`src/rtl/cnn_pkg.sv`:
```
// Shared pixel type, pooling FSM states and the 3-way signed max used by the
// layer-1 max-pool stage.
package cnn_pkg;

  localparam int PIX_W = 16;

  typedef logic signed [PIX_W-1:0] pix_t;

  typedef enum logic [1:0] {
    IDLE,
    RUN,
    DONE
  } pool_state_t;

  function automatic pix_t max3(input pix_t a, input pix_t b, input pix_t c);
    pix_t m;
    m = (a > b) ? a : b;
    return (m > c) ? m : c;
  endfunction

endpackage

```
`src/rtl/pool_line_buffer.sv`:
```
// Two-row column store: lb1 holds the previous row, lb2 the row before it.
// A write pushes the current pixel into lb1 and the old lb1 entry into lb2.
module pool_line_buffer #(
  parameter int IN_DIM = 55,
  parameter int DATA_W = 16
) (
  input  logic                       clk,
  input  logic                       we,
  input  logic [$clog2(IN_DIM)-1:0]  idx,
  input  logic signed [DATA_W-1:0]   wdata,
  output logic signed [DATA_W-1:0]   lb1_q,
  output logic signed [DATA_W-1:0]   lb2_q
);

  logic signed [DATA_W-1:0] lb1 [IN_DIM];
  logic signed [DATA_W-1:0] lb2 [IN_DIM];

  assign lb1_q = lb1[idx];
  assign lb2_q = lb2[idx];

  // Storage is deliberately unreset; rows 0 and 1 of every plane refill it
  // before any window that reads it can be emitted.
  always_ff @(posedge clk) begin
    if (we) begin
      lb2[idx] <= lb1[idx];
      lb1[idx] <= wdata;
    end
  end

endmodule

```
`src/rtl/maxpool1_3x3s2.sv`:
```
// Streaming 3x3 / stride-2 max-pool over raster-ordered planes, one pooled
// pixel per qualifying input, valid/ready on both sides, start/done framing.
module maxpool1_3x3s2
  import cnn_pkg::*;
#(
  parameter int DATA_W   = PIX_W,
  parameter int IN_DIM   = 55,
  parameter int K        = 3,
  parameter int STRIDE   = 2,
  parameter int CHANNELS = 96
) (
  input  logic                     clk,
  input  logic                     rst_n,
  input  logic                     start,
  input  logic                     in_valid,
  output logic                     in_ready,
  input  logic signed [DATA_W-1:0] in_data,
  output logic                     out_valid,
  input  logic                     out_ready,
  output logic signed [DATA_W-1:0] out_data,
  output logic                     out_last,
  output logic [((CHANNELS > 1) ? $clog2(CHANNELS) : 1)-1:0] out_chan,
  output logic                     busy,
  output logic                     done
);

  localparam int OUT_DIM = (IN_DIM - K) / STRIDE + 1;
  localparam int IDX_W   = $clog2(IN_DIM);
  localparam int CHAN_W  = (CHANNELS > 1) ? $clog2(CHANNELS) : 1;

  localparam logic [IDX_W-1:0]  LAST_IDX  = IDX_W'(IN_DIM - 1);
  localparam logic [IDX_W-1:0]  WIN_FIRST = IDX_W'(K - 1);
  localparam logic [IDX_W-1:0]  STRIDE_W  = IDX_W'(STRIDE);
  localparam logic [IDX_W-1:0]  LAST_POS  = IDX_W'((OUT_DIM - 1) * STRIDE + K - 1);
  localparam logic [CHAN_W-1:0] LAST_CHAN = CHAN_W'(CHANNELS - 1);

  pool_state_t       state;
  logic [IDX_W-1:0]  col;
  logic [IDX_W-1:0]  row;
  logic [CHAN_W-1:0] chan;
  logic              plane_overrun;

  pix_t lb1_q, lb2_q;
  pix_t v, h1, h2;

  logic accept;
  logic qualify;
  logic row_end;
  logic plane_end;
  logic frame_end;
  logic final_out;

  assign busy = (state == RUN);
  assign done = (state == DONE);

  assign in_ready  = (state == RUN) && (!out_valid || out_ready) && !plane_overrun;
  assign accept    = in_valid && in_ready;

  assign row_end   = (col == LAST_IDX);
  assign plane_end = row_end && (row == LAST_IDX);
  assign frame_end = plane_end && (chan == LAST_CHAN);

  // A window closes on its bottom-right pixel: both coordinates past the
  // first full window and aligned to the stride.
  assign qualify = (row >= WIN_FIRST) && ((row % STRIDE_W) == '0) &&
                   (col >= WIN_FIRST) && ((col % STRIDE_W) == '0);

  assign final_out = out_valid && out_ready && out_last && (out_chan == LAST_CHAN);

  assign v = max3(pix_t'(in_data), lb1_q, lb2_q);

  pool_line_buffer #(
    .IN_DIM (IN_DIM),
    .DATA_W (DATA_W)
  ) u_line_buffer (
    .clk   (clk),
    .we    (accept),
    .idx   (col),
    .wdata (in_data),
    .lb1_q (lb1_q),
    .lb2_q (lb2_q)
  );

  always_ff @(posedge clk or negedge rst_n) begin
    if (!rst_n) begin
      state         <= IDLE;
      col           <= '0;
      row           <= '0;
      chan          <= '0;
      plane_overrun <= 1'b0;
      h1            <= '0;
      h2            <= '0;
      out_valid     <= 1'b0;
      out_data      <= '0;
      out_last      <= 1'b0;
      out_chan      <= '0;
    end else begin
      case (state)
        IDLE: begin
          if (start) begin
            state         <= RUN;
            col           <= '0;
            row           <= '0;
            chan          <= '0;
            plane_overrun <= 1'b0;
          end
        end
        RUN: begin
          if (final_out) state <= DONE;
        end
        DONE:    state <= IDLE;
        default: state <= IDLE;
      endcase

      // Input stage: raster counters and horizontal window shift
      if (accept) begin
        h1 <= v;
        h2 <= h1;
        col <= row_end ? '0 : col + 1'b1;
        if (row_end) row <= (row == LAST_IDX) ? '0 : row + 1'b1;
        if (plane_end) chan <= (chan == LAST_CHAN) ? '0 : chan + 1'b1;
        if (frame_end) plane_overrun <= 1'b1;
      end

      // Output stage: load on a qualifying accept, otherwise drain on ready
      if (accept && qualify) begin
        out_valid <= 1'b1;
        out_data  <= max3(v, h1, h2);
        out_last  <= (row == LAST_POS) && (col == LAST_POS);
        out_chan  <= chan;
      end else if (out_ready) begin
        out_valid <= 1'b0;
      end
    end
  end

endmodule

```
`config.mk`:
```
export PLATFORM = sky130hd
export DESIGN_NAME = maxpool1_3x3s2
export DESIGN_NICKNAME = d
export VERILOG_FILES = /design/src/rtl/cnn_pkg.sv /design/src/rtl/pool_line_buffer.sv /design/src/rtl/maxpool1_3x3s2.sv
export SDC_FILE = /design/constraint.sdc
export NUM_CORES = 2
export LEC_CHECK = 0
export CORE_ASPECT_RATIO = 0.7
export CORE_UTILIZATION = 45
export DETAILED_ROUTE_END_ITERATION = 8
export DONT_BUFFER_PORTS = 1
export PLACE_DENSITY_LB_ADDON = 0.1
export RECOVER_POWER = 25
export SYNTH_ARGS = -nofsm -noshare
export SYNTH_HDL_FRONTEND = slang
export SYNTH_SLANG_ARGS = --single-unit
```
`constraint.sdc`:
```
create_clock -name clk -period 23.1 [get_ports clk]
set_input_delay 4.62 -clock clk [delete_from_list [all_inputs] [get_ports clk]]
set_output_delay 4.62 -clock clk [all_outputs]
set_load 0.01 [all_outputs]
```
[Word level (Yosys, flattened, before mapping)]
Memory sizes are Yosys's and may differ from the RTL's.
Index checks and enable logic that the tools add are counted.
Storage, ports and cells
  register bits after elaboration: 79
  RAM bits: 1760
  bits of input ports: 21
  output and inout bits: 28
  logic and storage cells: 82
  memories: 2
Memories
  u_line_buffer.lb1: depth 55, bits a word 16, rd ports 1, clocked after memory_dff 0, wr ports 1, RTL line pool_line_buffer.sv:15  | logic signed [DATA_W-1:0] lb1 [IN_DIM];
  u_line_buffer.lb2: depth 55, bits a word 16, rd ports 1, clocked after memory_dff 0, wr ports 1, RTL line pool_line_buffer.sv:16  | logic signed [DATA_W-1:0] lb2 [IN_DIM];
Cells by class
  add/subtract/negate cells: 3
  magnitude comparators: 6
  equality and inequality tests: 8
  mux-type cells: 29
  reductions and logical operators: 23
Operators by type and width (number)
  $gt 16x16->1: 4
  $mux 16: 4
  $mux 6: 9
  $mux 7: 5
  $eq 7x7->1 const B: 2
  $add 6x1->6 const B: 2
  $eq 6x6->1 const B: 2
  $ge 6x2->1 const B: 2
  $logic_and 1x1->1: 12
  $logic_not 6->1: 2
  $mux 1: 8
  $add 7x1->7 const B: 1
  $reduce_bool 2->1: 3
  $mux 2: 2
  $pmux 2 s2: 1
  $reduce_and 2->1: 2
  $eq 2x1->1 const B: 1
  $eq 2x2->1 const B: 1
  $logic_not 1->1: 2
  $logic_not 2->1: 1
  $ne 2x1->1 const B: 1
  $ne 2x2->1 const B: 1
  $logic_or 1x1->1: 1

[Logic depth before layout (Yosys ltp)]
An unclocked memory read counts as a cell.
  word-level depth: 9
  gate-level depth with buffers: 52

[Hierarchy]
A second synthesis with hierarchy kept.
Unflattened totals
  cells, all modules: 4462
  area, all modules: 73586.8 µm²
By module, submodules not included
  pool_line_buffer: instances 1, cells each 3705, area an instance 67473.5 µm², seq. area each 52850.7 µm²
  maxpool1_3x3s2: instances 1, cells each 757, area an instance 6113.4 µm², seq. area each 1976.9 µm²

[Least setup slack after synthesis]
Ideal clock, no wire load.
  kind: input to register
  start: input in_data[15]
  end: register out_data[14]
  library setup time: 133 ps
  arrival time: 12842 ps
  data required time: 22967 ps
  path slack: 10124 ps
  cell stages on the path: 38
  path through: ha_1 and4_1 a41o_1 nor4b_1 or3_1 clkbuf_1 buf_2 mux2_2 ha_1 nand4_1 nor2_1 o2bb2ai_1 a2111oi_2 mux2i_2 buf_2 nor2_1 a21oi_1 inv_1 [... 2 more ...] a21o_1 a211oi_1 o21a_1 clkbuf_1 clkbuf_1 clkbuf_1 a21oi_1 ha_1 or4_1 a21oi_1 a32oi_1 o21ai_0 mux2_2 nor2_1 and3_1 buf_1 clkbuf_1 a2bb2oi_1
Between the ends
  word-level cells in the longest chain between the ends: 8
RTL lines
  from (decl): RTL line maxpool1_3x3s2.sv:17  | input logic signed [DATA_W-1:0] in_data,
  $gt 16x16->1: RTL line cnn_pkg.sv:17  | m = (a > b) ? a : b;
  $mux 16 *: RTL line cnn_pkg.sv:17
  $gt 16x16->1: RTL line cnn_pkg.sv:18  | return (m > c) ? m : c;
  $mux 16 *: RTL line cnn_pkg.sv:18
  via v[7]: RTL line maxpool1_3x3s2.sv:44  | pix_t v, h1, h2;
  $gt 16x16->1: RTL line cnn_pkg.sv:17
  $mux 16 *: RTL line cnn_pkg.sv:17
  $gt 16x16->1: RTL line cnn_pkg.sv:18
  $mux 16 *: RTL line cnn_pkg.sv:18
  to (signal assigned): RTL line maxpool1_3x3s2.sv:128  | out_data <= max3(v, h1, h2);
  to (decl): RTL line maxpool1_3x3s2.sv:20  | output logic signed [DATA_W-1:0] out_data,
The timed path passes the listed nets; every way through them passes the cells marked *.
A chain may end at the register's enable or synchronous reset.

[Final worst setup path]
  start: register col[0]
  end: register out_data[2]
Between the ends
  word-level cells in the longest chain between the ends: 9
RTL lines
  from (decl): RTL line maxpool1_3x3s2.sv:38  | logic [IDX_W-1:0] col;
  from (signal assigned): RTL line maxpool1_3x3s2.sv:119  | col <= row_end ? '0 : col + 1'b1;
  $mem_v2 55x16 *
  via lb1_q[14]: RTL line maxpool1_3x3s2.sv:43  | pix_t lb1_q, lb2_q;
  $gt 16x16->1: RTL line cnn_pkg.sv:17
  $mux 16 *: RTL line cnn_pkg.sv:17
  $gt 16x16->1: RTL line cnn_pkg.sv:18
  $mux 16 *: RTL line cnn_pkg.sv:18
  via v[12]: RTL line maxpool1_3x3s2.sv:44
  $gt 16x16->1: RTL line cnn_pkg.sv:17
  $mux 16 *: RTL line cnn_pkg.sv:17
  $gt 16x16->1: RTL line cnn_pkg.sv:18
  $mux 16 *: RTL line cnn_pkg.sv:18
Marked as above.

==> results.rst <==
.. list-table::
   :header-rows: 1

   * - Metric
     - Value
   * - Syn_nets
     - 4312
   * - Routed length per placed instance
     - around 40 um
   * - Clk Latency, worst-skew pair
     - roughly 850 ps
   * - Critical Path Slowest Stage Cell
     - nor3b_4
   * - CP peak stage delay
     - around 990 ps
   * - Non-Filler Cell Area, Final
     - between 80000 and 90000 um2
   * - Combinational family with the most area after synthesis
     - multiplexers
   * - Min-delay worst type
     - flop to flop
   * - Number of buffers created by CTS
     - 172
   * - Power density over the cells
     - between 100 and 150 nW/um2
   * - Area of placed instances
     - 76500 um2
   * - Maximum vdd drop
     - approximately 0.24 mV
   * - Number of violations reported at the end of detailed-routing iteration 0
     - between 7000 and 8000
   * - Std-Cell Rows
     - ~120
   * - Gr usage total
     - a little under a third
   * - Total half-perimeter wirelength after legalization and detailed placement
     - ~150000 um
   * - Number of iterations in the first detailed-routing pass
     - 7
   * - Max Clock Skew
     - between 20 and 30 ps
   * - Number of distinct library cells after synthesis
     - between 80 and 90
   * - Most common cell type on the critical path
     - buf_4
   * - Parity-gate share of the synthesized area counting xor and xnor cells
     - less than 1%
   * - Data arrival time of the worst path
     - roughly 16000 ps
   * - Number of global-route vias before repair
     - ~40000
   * - Post-placement cell count
     - 6243
   * - Adder-cell share of the synthesized area
     - between 1 and 1.5%
   * - # clock sinks
     - 1839
   * - CTS H-Tree Depth
     - 4
   * - Share of the yosys chip area belonging to registers
     - between 70% and 80%
   * - Cts-stage hold buffer count
     - 0
   * - Worst EP required
     - between 20000 and 25000 ps
   * - Die outline height
     - about 340 um
   * - Tcrit/Tclk final
     - between 60 and 70%
   * - Result of the run
     - completed
   * - Synthesized cell area
     - between 70000 and 80000 um2
   * - Total Negative Setup Slacks
     - 0 ps
   * - Sw frac
     - ~37%
   * - Remaining global-route overflow
     - 0
   * - Power after layout
     - ~11 mW
   * - Yosys warning total
     - 0
   * - Main synth FF type
     - edfxtp_1
   * - Number of endpoints with negative hold slack in the final report
     - 0
   * - Layout net count
     - 4382
   * - Most area-consuming cells after synthesis
     - edfxtp_1, mux4_2, mux2i_1, dfrtp_1, mux2_2
   * - Commonest non-fill, non-tap cells in the layout
     - edfxtp_1, mux2i_1, clkbuf_16
   * - Initial cell density of the core
     - around 46%
   * - Routability-driven placement congestion ratio
     - just under 0.9
   * - Count of pins over their slew limit
     - 0
   * - Max-cap check violation count
     - 0
   * - Sequential cell area
     - approximately 55000 um2
   * - Remaining DRCs
     - 0
   * - Maximum clock frequency
     - roughly 65 MHz
   * - Most common cell after layout, fill and taps aside
     - edfxtp_1
   * - Fraction of registers with async set or reset after synthesis
     - about 4.3%
   * - Final antenna-violating net count
     - 0
   * - I/O pin total
     - between 40 and 50
   * - Synthesized instance count
     - roughly 4200
   * - Reg-to-reg slack, setup
     - around 7600 ps
   * - Buffers on Ports
     - 0
   * - First-pass GRT wire length
     - 357000 um
   * - Leakage
     - 26.4 nW
   * - Share of layout cells above drive strength 1
     - 17.6%
   * - Root Buffer
     - clkbuf_16
   * - Cell internal pwr
     - roughly 7 mW
   * - Clock Pin Slew Worst Setup and Hold Paths
     - 60 ps
   * - Cell accounting for the most synthesized area
     - edfxtp_1
   * - Setup WS pre-CTS
     - 7860 ps
   * - Signed area change from the synthesized netlist to the final layout
     - 11.5%
   * - TritonCTS clock tree
     - done
   * - Initial antenna violation count
     - 9
   * - Final-report setup violation count
     - 0
   * - DR vias/cell
     - a little under 7
   * - Area fraction in compound gates after synthesis
     - 9.10%
   * - Area taken by multi-input logic gates
     - ~17000 um2
   * - Type of the worst setup path
     - flop to flop
   * - Power share of the clock group
     - 25.3%
   * - Chip width
     - slightly below 500 um
   * - Number of cells upsized or downsized after cts
     - 0
   * - Least-Margin Pin Slew
     - 1380 ps
   * - Max-slew headroom at the worst pin
     - under 10%
   * - Non-filler cells, final
     - 6565
   * - Largest net degree at the start of global routing
     - 89
   * - Count of fill cells added during filler insertion
     - ~13000
   * - Nature of the critical path startpoint
     - flop
   * - Area of the core
     - 161000 um2
   * - Hold slack
     - ~520 ps
   * - Setup crit end kind
     - flop
   * - Vias
     - ~44000
   * - Multiplexer area fraction after synthesis
     - under 10%
   * - Net switching power
     - approximately 4.1 mW
   * - Die Area
     - 165000 um2
   * - CTS max path bufs
     - 3
   * - Critical Path Fanout Max
     - 57
   * - Post-Route WL
     - 264000 um
   * - Average footprint of a synthesized cell
     - between 15 and 20 um2
   * - Part of the power in registers
     - roughly two fifths
   * - Number of storage elements in the synthesis netlist
     - 1839
   * - Share of power burned in combinational logic
     - between 30% and 40%
   * - Final period demand of the worst path
     - around 15000 ps
   * - Setup repair after global routing missed its margin
     - false
   * - Buffers inserted during post-CTS setup optimization
     - 0
   * - Final worst slack
     - about 7600 ps
   * - Final core utilization
     - between 50 and 60%
   * - Post-Synth Simple-Gate Area
     - under 10%
   * - Post-synth EDFFs
     - 1760
   * - Fraction of synthesized cell area taken by the top area cell type
     - 71.9%
==> kinds of logic after synthesis <==
kind of cell / count (synthesis)
mux: 491
fa+ha+maj: 69
flops: 1839
simple gates: 535
xor+xnor: 3
buf+inv: 353
compound gates: 932
==> per-layer routing <==
metal,GRT usage [%],wire [um],part of all wire (%),vias to the layer above
met2,44.5,111000,42,3067
met1,48.1,111000,42,23600
met5,0,34,0.013,-
li1,-,-,-,17400
met4,8.92,7520,2.8,6
met3,8.89,34700,13,433
==> registers in the layout (all words and copies together), names as in the netlist, 2 cells and up <==
| signal | count |
|---|---|
| u_line_buffer.lb1 | 880 |
| out_chan | 7 |
| h2 | 16 |
| u_line_buffer.lb2 | 880 |
| out_data | 16 |
| row | 6 |
| chan | 7 |
| h1 | 16 |
| col | 6 |
| state | 2 |
==> path summary, 6_finish.rpt <==
check	from	endpoint	cells past startpoint
hold / removal	chan[3]$_DFF_PN0_	chan[3]$_DFF_PN0_	1
min in group asynchronous	rst_n	out_chan[4]$_DFFE_PN0P_	0
setup reg to reg	col[0]$_DFFE_PN0P_	out_data[2]$_DFFE_PN0P_	39
hold reg to reg	chan[3]$_DFF_PN0_	chan[3]$_DFF_PN0_	1
max in group asynchronous	rst_n	h1[13]$_DFFE_PN0P_	0
setup / recovery	col[0]$_DFFE_PN0P_	out_data[2]$_DFFE_PN0P_	39
==> cells in the mapped netlist (69+ instances only) <==
cell type / count
a21oi_1: 125
a221oi_1: 130
a22oi_1: 162
buf_2: 84
clkbuf_1: 92
dfrtp_1: 79
edfxtp_1: 1760
ha_1: 69
inv_1: 82
mux2_2: 127
mux2i_1: 226
mux4_2: 128
nand2_1: 176
nor2_1: 162
o21ai_0: 158
o22ai_1: 69
==> power by group through the flow <==
stage / Clock (mW) / Sequential, mW / Combinational [mW]
after floorplan: 0 / 4.31 / 2.51
after global placement: 0 / 4.32 / 3.93
after detailed placement: 0 / 4.33 / 3.94
after CTS: 2.84 / 4.26 / 3.96
after global routing: 2.96 / 4.27 / 4.28
final: 2.81 / 4.26 / 4.05
==> critical path: cells and delay by family (launching register included) <==
family                   cells  cell delay [ps]
AO/OA/AOI/OAI               15             2850
adder cells (fa/ha/maj)      4             1190
buffers and inverters        6             2430
flip-flops                   1              660
multiplexers                 4             2480
AND/OR/NAND/NOR             10             5520
==> area by class of cell <==
class	count	share of cell area, %
tap	2125	3.24
clock inverter	101	1.04
clock buffer	214	5.56
multi-input combinational	2030	21.3
sequential	1839	66.9
timing repair buffer	166	1.57
inverter	83	0.386
antenna	7	0.0214
Note: power is estimated with default switching activity, not from simulation.
